<file path="config.mk">
export PLATFORM = sky130hd
export DESIGN_NAME = universal_shift_reg
export DESIGN_NICKNAME = d
export VERILOG_FILES = /design/src/rtl/usr_pkg.sv /design/src/rtl/usr_bit_cell.sv /design/src/rtl/universal_shift_reg.sv
export SDC_FILE = /design/constraint.sdc
export NUM_CORES = 1
export LEC_CHECK = 0
export ABC_AREA = 1
export BUFFER_PORTS_ARGS = -buffer_cell sky130_fd_sc_hd__buf_4
export CAP_MARGIN = 40
export CORE_MARGIN = 2
export CORE_UTILIZATION = 35
export CTS_BUF_LIST = sky130_fd_sc_hd__clkbuf_16
export DETAILED_ROUTE_END_ITERATION = 7
export GPL_TIMING_DRIVEN = 0
export PLACE_DENSITY = 0.58
export RECOVER_POWER = 50
export SETUP_SLACK_MARGIN = 0.2
export SYNTH_ARGS = -nofsm -noshare
export SYNTH_HDL_FRONTEND = slang
export SYNTH_SLANG_ARGS = --single-unit
</file>
<file path="constraint.sdc">
create_clock -name CLK -period 1.2 [get_ports CLK]
set_input_delay 0 -clock CLK [delete_from_list [all_inputs] [get_ports CLK]]
set_output_delay 0 -clock CLK [all_outputs]
set_load 0.02 [all_outputs]
</file>
<file path="src/rtl/usr_pkg.sv">
// Shared types and helpers for the universal shift register.
package usr_pkg;

    typedef enum logic [1:0] {
        USR_HOLD = 2'b00,
        USR_SHR  = 2'b01,
        USR_SHL  = 2'b10,
        USR_LOAD = 2'b11
    } usr_mode_e;

    // Counter width able to represent 0..width.
    function automatic int unsigned cnt_w(input int unsigned width);
        return $clog2(width + 1);
    endfunction

endpackage

</file>
<file path="src/rtl/usr_bit_cell.sv">
// One storage bit of the universal shift register: async-reset flop with
// clock enable and a hold/left/right/load next-state mux.
module usr_bit_cell
    import usr_pkg::*;
#(
    parameter logic RST_BIT = 1'b0
) (
    input  logic      clk,
    input  logic      rst,
    input  logic      en,
    input  usr_mode_e mode,
    input  logic      from_left,
    input  logic      from_right,
    input  logic      d,
    output logic      q
);

    logic q_next;

    always_comb begin
        q_next = q;
        case (mode)
            USR_HOLD: q_next = q;
            USR_SHR:  q_next = from_left;
            USR_SHL:  q_next = from_right;
            USR_LOAD: q_next = d;
            default:  q_next = q;
        endcase
    end

    always_ff @(posedge clk or posedge rst) begin
        if (rst)
            q <= RST_BIT;
        else if (en)
            q <= q_next;
    end

endmodule

</file>
<file path="src/rtl/universal_shift_reg.sv">
// WIDTH-bit universal shift register with shift counter and frame-done pulse.
// Optional rotate feature (ROT port) enabled by defining USR_ROTATE_EN.
module universal_shift_reg
    import usr_pkg::*;
#(
    parameter int unsigned     WIDTH     = 8,
    parameter logic [WIDTH-1:0] RESET_VAL = '0
) (
    input  logic                          CLK,
    input  logic                          RST,
    input  logic                          EN,
    input  logic [1:0]                    MODE,
    input  logic [WIDTH-1:0]              D,
    input  logic                          SIN_L,
    input  logic                          SIN_R,
`ifdef USR_ROTATE_EN
    input  logic                          ROT,
`endif
    output logic [WIDTH-1:0]              Q,
    output logic [WIDTH-1:0]              nQ,
    output logic                          SOUT_L,
    output logic                          SOUT_R,
    output logic [cnt_w(WIDTH)-1:0]       SHIFT_CNT,
    output logic                          FRAME_DONE
);

    localparam int unsigned     CW       = cnt_w(WIDTH);
    localparam logic [CW-1:0]   CNT_LAST = CW'(WIDTH - 1);

    usr_mode_e        mode;
    logic             shr_in;
    logic             shl_in;
    logic [WIDTH-1:0] left_src;
    logic [WIDTH-1:0] right_src;
    logic             shifting;
    logic             wrap;

    assign mode = usr_mode_e'(MODE);

`ifdef USR_ROTATE_EN
    assign shr_in = ROT ? Q[0]       : SIN_L;
    assign shl_in = ROT ? Q[WIDTH-1] : SIN_R;
`else
    assign shr_in = SIN_L;
    assign shl_in = SIN_R;
`endif

    // Neighbour vectors: bit i sees its higher (left) and lower (right) neighbour.
    assign left_src  = {shr_in, Q[WIDTH-1:1]};
    assign right_src = {Q[WIDTH-2:0], shl_in};

    for (genvar i = 0; i < WIDTH; i++) begin : g_bit
        usr_bit_cell #(
            .RST_BIT(RESET_VAL[i])
        ) u_cell (
            .clk       (CLK),
            .rst       (RST),
            .en        (EN),
            .mode      (mode),
            .from_left (left_src[i]),
            .from_right(right_src[i]),
            .d         (D[i]),
            .q         (Q[i])
        );
    end

    assign nQ     = ~Q;
    assign SOUT_L = Q[WIDTH-1];
    assign SOUT_R = Q[0];

    always_comb begin
        shifting = EN && ((mode == USR_SHR) || (mode == USR_SHL));
        wrap     = shifting && (SHIFT_CNT == CNT_LAST);
    end

    always_ff @(posedge CLK or posedge RST) begin
        if (RST) begin
            SHIFT_CNT  <= '0;
            FRAME_DONE <= 1'b0;
        end else begin
            FRAME_DONE <= wrap;
            if (EN) begin
                if (mode == USR_LOAD)
                    SHIFT_CNT <= '0;
                else if (shifting)
                    SHIFT_CNT <= wrap ? '0 : SHIFT_CNT + CW'(1);
            end
        end
    end

endmodule

</file>
# Word level (Yosys, flattened, before mapping)
# Cells that the tools add are included.
[word_totals]
reg_bits = 13
elab_cells = 35
output_inout_bits = 23
[classes]
bitwise = 2
muxes = 11
eq_ne = 4
add_sub_neg = 1
reduce_logical = 7
[ops]
columns = ["operator", "n"]
rows = [
  ["$pmux 1 s3", 8],
  ["$mux 4", 3],
  ["$not 8->8", 1],
  ["$add 4x1->4 const B", 1],
  ["$eq 2x2->1 const B", 2],
  ["$eq 4x3->1 const B", 1],
  ["$reduce_and 2->1", 2],
  ["$eq 2x1->1 const B", 1],
  ["$logic_and 1x1->1", 2],
  ["$logic_not 2->1", 1],
  ["$reduce_bool 2->1", 1],
  ["$logic_or 1x1->1", 1],
  ["$not 1->1", 1],
]

# Logic depth before layout (Yosys ltp)
# Gate-level depths: netlist of the first run.
[logic_depth]
word_depth = 7
mapped_depth = 9
ltp_nobuf = 8

# Cells and area by module
# A second synthesis of the first run with hierarchy kept.
[unflattened]
hier_cells = 151
area_unflattened_um2 = 950.9
[by_module_without_submodules]
columns = ["module", "area_each_um2", "n_inst", "cells_each"]
rows = [
  ["usr_bit_cell", 78.8, 8, 13],
  ["universal_shift_reg", 320.3, 1, 47],
]

# Worst setup path before layout of the first run
# Ideal clock, no wire load.
[synth_path]
path_kind = "flip-flop to flip-flop"
from = "reg SHIFT_CNT[0]"
to = "reg SHIFT_CNT[3]"
path_stages_with_launch = 7
setup_ps = 65
t_arrival_ps = 1062
setup_slack_ps = 73
path_cell_list = "dfrtp_1 > ha_1 > nand2_1 > nor2_1 > nor2_1 > nand2_1 > nand2_1"
[synth_between]
elab_chain_cells = 5
[synth_lines]
columns = ["element", "line", "rtl"]
rows = [
  ["start: declaration", "universal_shift_reg.sv:23", "output logic [cnt_w(WIDTH)-1:0] SHIFT_CNT,"],
  ["start signal: assignment", "universal_shift_reg.sv:86", "SHIFT_CNT <= wrap ? '0 : SHIFT_CNT + CW'(1);"],
  ["branches (longest 2 deep; another with $add 4x1->4)", "n/a", ""],
  ["$mux 4 *", "universal_shift_reg.sv:86", ""],
  ["$mux 4 *", "universal_shift_reg.sv:85", "else if (shifting)"],
  ["$mux 4 *", "universal_shift_reg.sv:83", "if (mode == USR_LOAD)"],
]
# Every way passes the cells marked *. The select of a mux whose other input is x is not followed.
# A chain may end at the register's enable or synchronous reset.

# Worst setup path after layout of the first run
[layout_path]
from = "reg SHIFT_CNT[1]"
to = "reg SHIFT_CNT[0]"
[layout_between]
elab_chain_cells = 5
[layout_lines]
columns = ["element", "line", "rtl"]
rows = [
  ["$eq 4x3->1", "universal_shift_reg.sv:73", "wrap = shifting && (SHIFT_CNT == CNT_LAST);"],
  ["$logic_and 1x1->1", "universal_shift_reg.sv:73", ""],
  ["$mux 4", "universal_shift_reg.sv:86", ""],
  ["$mux 4", "universal_shift_reg.sv:85", ""],
  ["$mux 4", "universal_shift_reg.sv:83", ""],
]
# Every way passes these cells. The select of a mux whose other input is x is not followed.

==> flow_metrics.env, run 1 <==
export IMPL_multi_input_comb_area_um2=456.7
export IMPL_num_fill_cells=276
export IMPL_die_h_um=55.30
export IMPL_ys_seq_elements=13
export IMPL_drv_slew=0
export IMPL_area_growth_pct=47.01
export IMPL_avgSynthCellArea_um2=6.395
export IMPL_syn_area_um2=920.9
export IMPL_clk_pin_slew_worst_paths_ns=0.05
export IMPL_drc=0
export IMPL_wl_met1_um=967
export IMPL_hold_start="EN"
export IMPL_antenna_cells=0
export IMPL_clk_path_buf_depth=2
export IMPL_antenna_left=0
export IMPL_topRoutingLayerUsed="met4"
export IMPL_grt_usage_pct=15.58
export IMPL_synth_nets=163
export IMPL_crit_type="reg -> reg"
export IMPL_period_share_pct=84.37
export IMPL_place_port_buffers=37
export IMPL_nNetsFinal=208
export IMPL_std_cell_rows=18
export IMPL_r2r_start="SHIFT_CNT[1]$_DFFE_PP0P_"
export IMPL_cp_required_ns=1.37
export IMPL_layout_commonest_cell="nand2_1"
export IMPL_crit_path_end_kind="register"
export IMPL_min_path_type="in -> reg"
export IMPL_routed_wl_met3_um=79
export IMPL_synthCells=144
export IMPL_tritoncts="built"
export IMPL_crit_family="flip-flops"
export IMPL_rsz0062_at_grt="yes"
export IMPL_maxCapViolations=0
export IMPL_grt_max_degree=14
export IMPL_die_area_um2=3058
export IMPL_place_gp_congestion=0.7562
export IMPL_gr_total_overflow=0
export IMPL_core_area_um2=2477
export IMPL_regArea_um2=327.8
export IMPL_wl_met2_um=1079
export IMPL_clock_sinks=13
export IMPL_mostFrequentLayoutCells="nand2_1, buf_4, inv_1, dfrtp_1, clkbuf_1"
export IMPL_first_global_vias=849
export IMPL_wl_per_cell_um=9.835
export IMPL_clk_latency_ns=0.24
export IMPL_yosys_warnings=0
export IMPL_io_pins=38
export IMPL_cts_root_buffer="clkbuf_16"
export IMPL_die_w_um=55.30
export IMPL_vias_per_cell=4.165
export IMPL_fin_crit_ns=1.012
export IMPL_arrival_ns=1.19
export IMPL_cpPeakStageDelay_ns=0.42
export IMPL_drtIter0Drc=14
export IMPL_cts_htree_levels=1
export IMPL_initial_utilization_pct=37.17
export IMPL_irDropWorstVdd_v=0.001317
export IMPL_grt_pass1_wl_um=3788
export IMPL_powerDensity_nw_per_um2=1605
export IMPL_crit_chain="ha_4 -> nand2_4 -> nor2_4 -> nor2_4 -> nand2_1 -> nand2_1"
export IMPL_num_vias=908
export IMPL_crit_buf_inv=0
export IMPL_layout_drive_gt1_share_pct=31.38
export IMPL_critPathMaxFanout=3
export IMPL_p_leak_uw=0.0008188
export IMPL_fin_tns_setup_ns=0
export IMPL_finalNonFillerCells=218
export IMPL_ys_seq_area_share_pct=35.33
export IMPL_slew_headroom_pct=66.75
export IMPL_setup_viol_count_final=0
export IMPL_cp_startpoint="SHIFT_CNT[1]$_DFFE_PP0P_"
export IMPL_synth_cell_types=15
export IMPL_antenna_found_initial=0
export IMPL_firstDrtPassIters=3
export IMPL_finalHoldViolations=0
export IMPL_max_freq_mhz=987.7
export IMPL_finalPower_uw=2173
export IMPL_dp_hpwl_um=1596
export IMPL_clock_skew_ns=0.001358
export IMPL_cp_start_kind="register"
export IMPL_dp_cells=211
export IMPL_worst_slew_pin_slew_ns=0.4982
export IMPL_totalWireLength_um=2144
export IMPL_cts_buffers_inserted=3
export IMPL_critPathSlowestCell="dfrtp_2"
export IMPL_status="finished clean"
==> stage by stage <==
step           hold WS (ns)  util [%]  setup slack (ns)  cell area [um2]
4_1_cts             0.05077     54.80            0.1530             1358
6_report            0.05395     54.65            0.1876             1354
3_3_place_gp        0.06384     50.61           0.09795             1254
3_5_place_dp        0.07208     50.61           0.09827             1254
2_1_floorplan       -0.1232         -            0.1562            938.4
5_1_grt             0.06269     54.65            0.1285             1354
==> what timing repair did <==
action / 4_1_cts / 5_1_grt
hold buffers: 1 / 0
endpoints found under the hold margin: 13 / 0
setup buffers: 2 / 0
gates cloned: 0 / 0
endpoints found under the setup margin: 3 / 6
resized for setup: 0 / 9
pin swaps: 3 / 6
==> logic make-up after synthesis <==
| kind of cell | count (synthesis) | share of synthesized area (%) |
|---|---|---|
| AOI/OAI and AO/OA | 1 | 0.5430 |
| adders and majority gates | 4 | 5.435 |
| buffers and inverters | 36 | 19.16 |
| DFF | 13 | 35.33 |
| and+or+nand+nor | 90 | 39.54 |
==> routing by layer <==
metal	vias up	global-route usage, %
li1	498	-
met1	391	19.05
met2	17	27.04
met3	2	2.576
met4	0	6.272
met5	-	0
==> synthesized netlist by cell type (all sizes together) <==
library cell	n	area, um2
nand4	1	6.260
nand3	3	15.01
nor2	5	37.54
inv	25	93.84
ha	4	50.05
buf	10	78.82
nand2	80	300.3
dfrtp	13	325.3
clkinv	1	3.750
a21oi	1	5.000
nor3	1	5.000
==> worst min-delay path, stage by stage <==
cell     delay (ns)
buf_4          0.13
nand2_1        0.08
nor3_1         0.05
==> area by class of cell <==
class / count / area share, %
Tap cell: 30 / 2.773
Clock inverter: 1 / 0.2773
Buffer: 10 / 5.823
Sequential cell: 13 / 24.21
Inverter: 26 / 7.209
Multi-Input combinational cell: 95 / 33.73
Clock buffer: 3 / 5.545
Timing Repair Buffer: 40 / 20.43
==> power breakdown <==
part / switching [uW] / leakage, uW / internal, uW
Clock: 178 / 0.0000423 / 439
Sequential: 130 / 0.000167 / 537
Combinational: 479 / 0.000610 / 410
==> state kept, by name (all words and copies together), names as in the netlist <==
register        cells
FRAME_DONE          1
SHIFT_CNT           4
g_bit.u_cell.q      8
==> worst paths after layout <==
| path | to | slack [ns] | cells after the start |
|---|---|---|---|
| min in group asynchronous | g_bit[7].u_cell.q$_DFFE_PP0P_ | 0.35 | 3 |
| worst min-delay path | FRAME_DONE$_DFF_PP0_ | 0.05 | 3 |
| max in group asynchronous | SHIFT_CNT[0]$_DFFE_PP0P_ | 0.49 | 3 |
| worst max-delay path | SHIFT_CNT[0]$_DFFE_PP0P_ | 0.19 | 6 |
| worst min register to register | g_bit[7].u_cell.q$_DFFE_PP0P_ | 0.56 | 2 |
| worst max register to register | SHIFT_CNT[0]$_DFFE_PP0P_ | 0.19 | 6 |
(Power assumes the default switching activity.)
==> inputs of run 2 (changes only) <==
- ABC_AREA: 1 -> 0
- PLACE_DENSITY: 0.58 -> 0.6
- clock period: 1.2 -> 1 ns (I/O delays scaled with it)
==> run 2 against run 1 <==
The run now ends with setup timing left. Sequential share of layout area fell by 3.4 points. Global-route usage increased by 4.4 points. Clock-buffer cell count unchanged. Register-to-register slack lost 0.26 ns. Largest cell class is now non-clock buffers.
==> flow_metrics.env, run 2 <==
export IMPL_std_cell_rows=17
export IMPL_slew_headroom_pct=56.46
export IMPL_critPathMaxFanout=3
export IMPL_gr_total_overflow=0
export IMPL_post_route_cell_area_um2=1592
export IMPL_reg_top3="g_bit.u_cell.q (8), SHIFT_CNT (4), FRAME_DONE (1)"
export IMPL_clk_pin_slew_worst_paths_ns=0.04
export IMPL_rsz0062_at_grt="yes"
export IMPL_timing_final_ws_setup_ns=-0.06974
export IMPL_dp_cells=150
export IMPL_cp_required_ns=1.12
export IMPL_antenna_left=0
export IMPL_clk_path_buf_depth=2
export IMPL_synthTopCellsByArea="dfrtp_1, a22o_1, buf_4"
export IMPL_irDropWorstVdd_v=0.001358
export IMPL_drtIter0Drc=14
export IMPL_status="complete, but fails checks"
export IMPL_fin_tns_setup_ns=-0.1181
export IMPL_synth_nets=104
export IMPL_dp_slack_ns=-0.1401
export IMPL_totalWireLength_um=2494
export IMPL_nNetsFinal=168
export IMPL_yosysTopAreaCell="dfrtp_1"
export IMPL_cp_start_kind="register"
export IMPL_synth_edf_count=0
export IMPL_max_freq_mhz=934.8
export IMPL_clock_skew_ns=0.002032
export IMPL_antenna_cells=0
export IMPL_hold_worst_slack_ns=0.009553
export IMPL_r2r_end="SHIFT_CNT[2]$_DFFE_PP0P_"
export IMPL_synthTopCellsByCount="dfrtp_1, inv_1, a21oi_1"
export IMPL_grt_pass1_wl_um=3877
export IMPL_regMostFlops="g_bit.u_cell.q"
export IMPL_largest_register_ffs=8
export IMPL_powerDensity_nw_per_um2=1948
export IMPL_cts_htree_levels=1
export IMPL_drc=0
export IMPL_wl_per_cell_um=14.17
export IMPL_maxCapViolations=0
export IMPL_die_h_um=52.24
export IMPL_initial_utilization_pct=36.82
export IMPL_ys_seq_area_share_pct=39.94
export IMPL_num_vias=874
export IMPL_hold_start="EN"
export IMPL_clock_sinks=13
export IMPL_async_reset_ff_share_pct=100.0
export IMPL_tritoncts="built"
export IMPL_min_path_cells=2
export IMPL_fin_crit_ns=1.070
export IMPL_worst_slew_pin_slew_ns=0.6495
export IMPL_arrival_ns=1.19
export IMPL_core_area_um2=2212
export IMPL_grt_usage_pct=19.96
export IMPL_io_pins=38
export IMPL_synthFlopType="dfrtp_1"
export IMPL_hold_end="SHIFT_CNT[2]$_DFFE_PP0P_"
export IMPL_finalNonFillerCells=176
export IMPL_antenna_found_initial=0
export IMPL_mostFrequentLayoutCells="buf_6, buf_4, a22o_1, a211oi_2, a21oi_1"
export IMPL_min_path_type="in -> reg"
export IMPL_dp_hpwl_um=1447
export IMPL_violations="setup timing"
export IMPL_clk_latency_ns=0.24
export IMPL_cts_buffers_inserted=3
export IMPL_place_gp_congestion=0.7864
export IMPL_layout_commonest_cell="buf_6"
export IMPL_finalHoldViolations=0
export IMPL_layout_drive_gt1_share_pct=67.57
export IMPL_setup_viol_count_final=5
export IMPL_drv_slew=0
export IMPL_vias_per_cell=4.966
export IMPL_cts_root_buffer="clkbuf_16"
export IMPL_period_share_pct=107.0
export IMPL_synthCells=85
export IMPL_die_w_um=52.24
export IMPL_synth_cell_types=20
export IMPL_first_global_vias=839
export IMPL_synth_top_area_share_pct=39.94
export IMPL_yosys_warnings=0
export IMPL_place_port_buffers=37
export IMPL_ys_seq_elements=13
export IMPL_reg2reg_slack_ns=-0.07
export IMPL_r2r_start="SHIFT_CNT[0]$_DFFE_PP0P_"
export IMPL_avgSynthCellArea_um2=9.583
export IMPL_grt_max_degree=14
export IMPL_firstDrtPassIters=4
export IMPL_r2r_cells=4
export IMPL_area_growth_pct=95.39
export IMPL_crit_type="reg -> reg"
export IMPL_die_area_um2=2729
export IMPL_p_leak_uw=0.0007522
export IMPL_dpl_cell_area_um2=1194
export IMPL_crit_path_end_kind="register"
export IMPL_syn_area_um2=814.5
-- run 2: changes by cell type in the layout (fill, tap and decap cells not counted), sizes merged, moves of 9 or more --
| cell | before | now |
|---|---|---|
| a22o | 0 | 9 |
| nand2 | 80 | 4 |
| a21oi | 1 | 10 |
| buf | 41 | 65 |
| a211oi | 0 | 9 |
| inv | 27 | 13 |
-- run 2: cell families after synthesis --
| group | Yosys count | share of synthesized area (%) |
|---|---|---|
| compound gates | 31 | 27.34 |
| buf+inv | 25 | 17.36 |
| flops | 13 | 39.94 |
| simple gates | 12 | 9.215 |
| fa+ha+maj | 4 | 6.145 |
-- run 2: where the power goes --
group          switching [uW]  internal (uW)
Combinational             685            862
Clock                     217            527
Sequential                153            656
-- run 2: area by class of cell --
cell class	count	area (um2)
Buffer	12	135.1
Timing Repair Buffer	59	520.5
Tap cell	28	35.03
Clock buffer	3	75.07
Inverter	13	55.05
Multi-Input combinational cell	47	435.4
Clock inverter	1	3.754
Fill cell	164	620.6
Sequential cell	13	331.6
-- run 2: worst max path at each step --
stage,from,endpoint,cells past startpoint
after floorplan,SHIFT_CNT[0]$_DFFE_PP0P_,SHIFT_CNT[2]$_DFFE_PP0P_,4
after global placement,MODE[0],SHIFT_CNT[3]$_DFFE_PP0P_,6
after detailed placement,MODE[0],SHIFT_CNT[3]$_DFFE_PP0P_,6
after CTS,SHIFT_CNT[1]$_DFFE_PP0P_,SHIFT_CNT[2]$_DFFE_PP0P_,4
after global routing,SHIFT_CNT[0]$_DFFE_PP0P_,SHIFT_CNT[2]$_DFFE_PP0P_,4
final,SHIFT_CNT[0]$_DFFE_PP0P_,SHIFT_CNT[2]$_DFFE_PP0P_,4
-- run 2: worst max-delay path, cell delays in order, from the launching register on --
cell,delay (ns)
dfrtp_2,0.42
ha_4,0.17
and4b_1,0.16
a21oi_1,0.12
o22ai_1,0.08
-- run 2: what timing repair did --
item / 4_1_cts / 5_1_grt
setup buffers: 17 / 4
hold buffers: 1 / 0
pin swaps: 4 / 1
setup endpoints to repair: 33 / 48
hold endpoints to repair: 13 / 0
gates resized for setup: 43 / 13
-- run 2: layer usage --
layer / track usage (%) / vias up / share of wire (%)
li1: - / 419 / -
met1: 23.09 / 427 / 40
met2: 35.44 / 26 / 54
met3: 5.429 / 2 / 5.1
met4: 6.410 / 0 / 0.64
met5: 0 / - / 0
-- run 2: metrics by stage --
step           utilization [%]  total power, uW
4_1_cts                  70.19             3042
2_1_floorplan                -             1421
5_1_grt                  71.95             3265
6_report                 71.95             3100
3_3_place_gp             53.96             1837
3_5_place_dp             53.96             1849
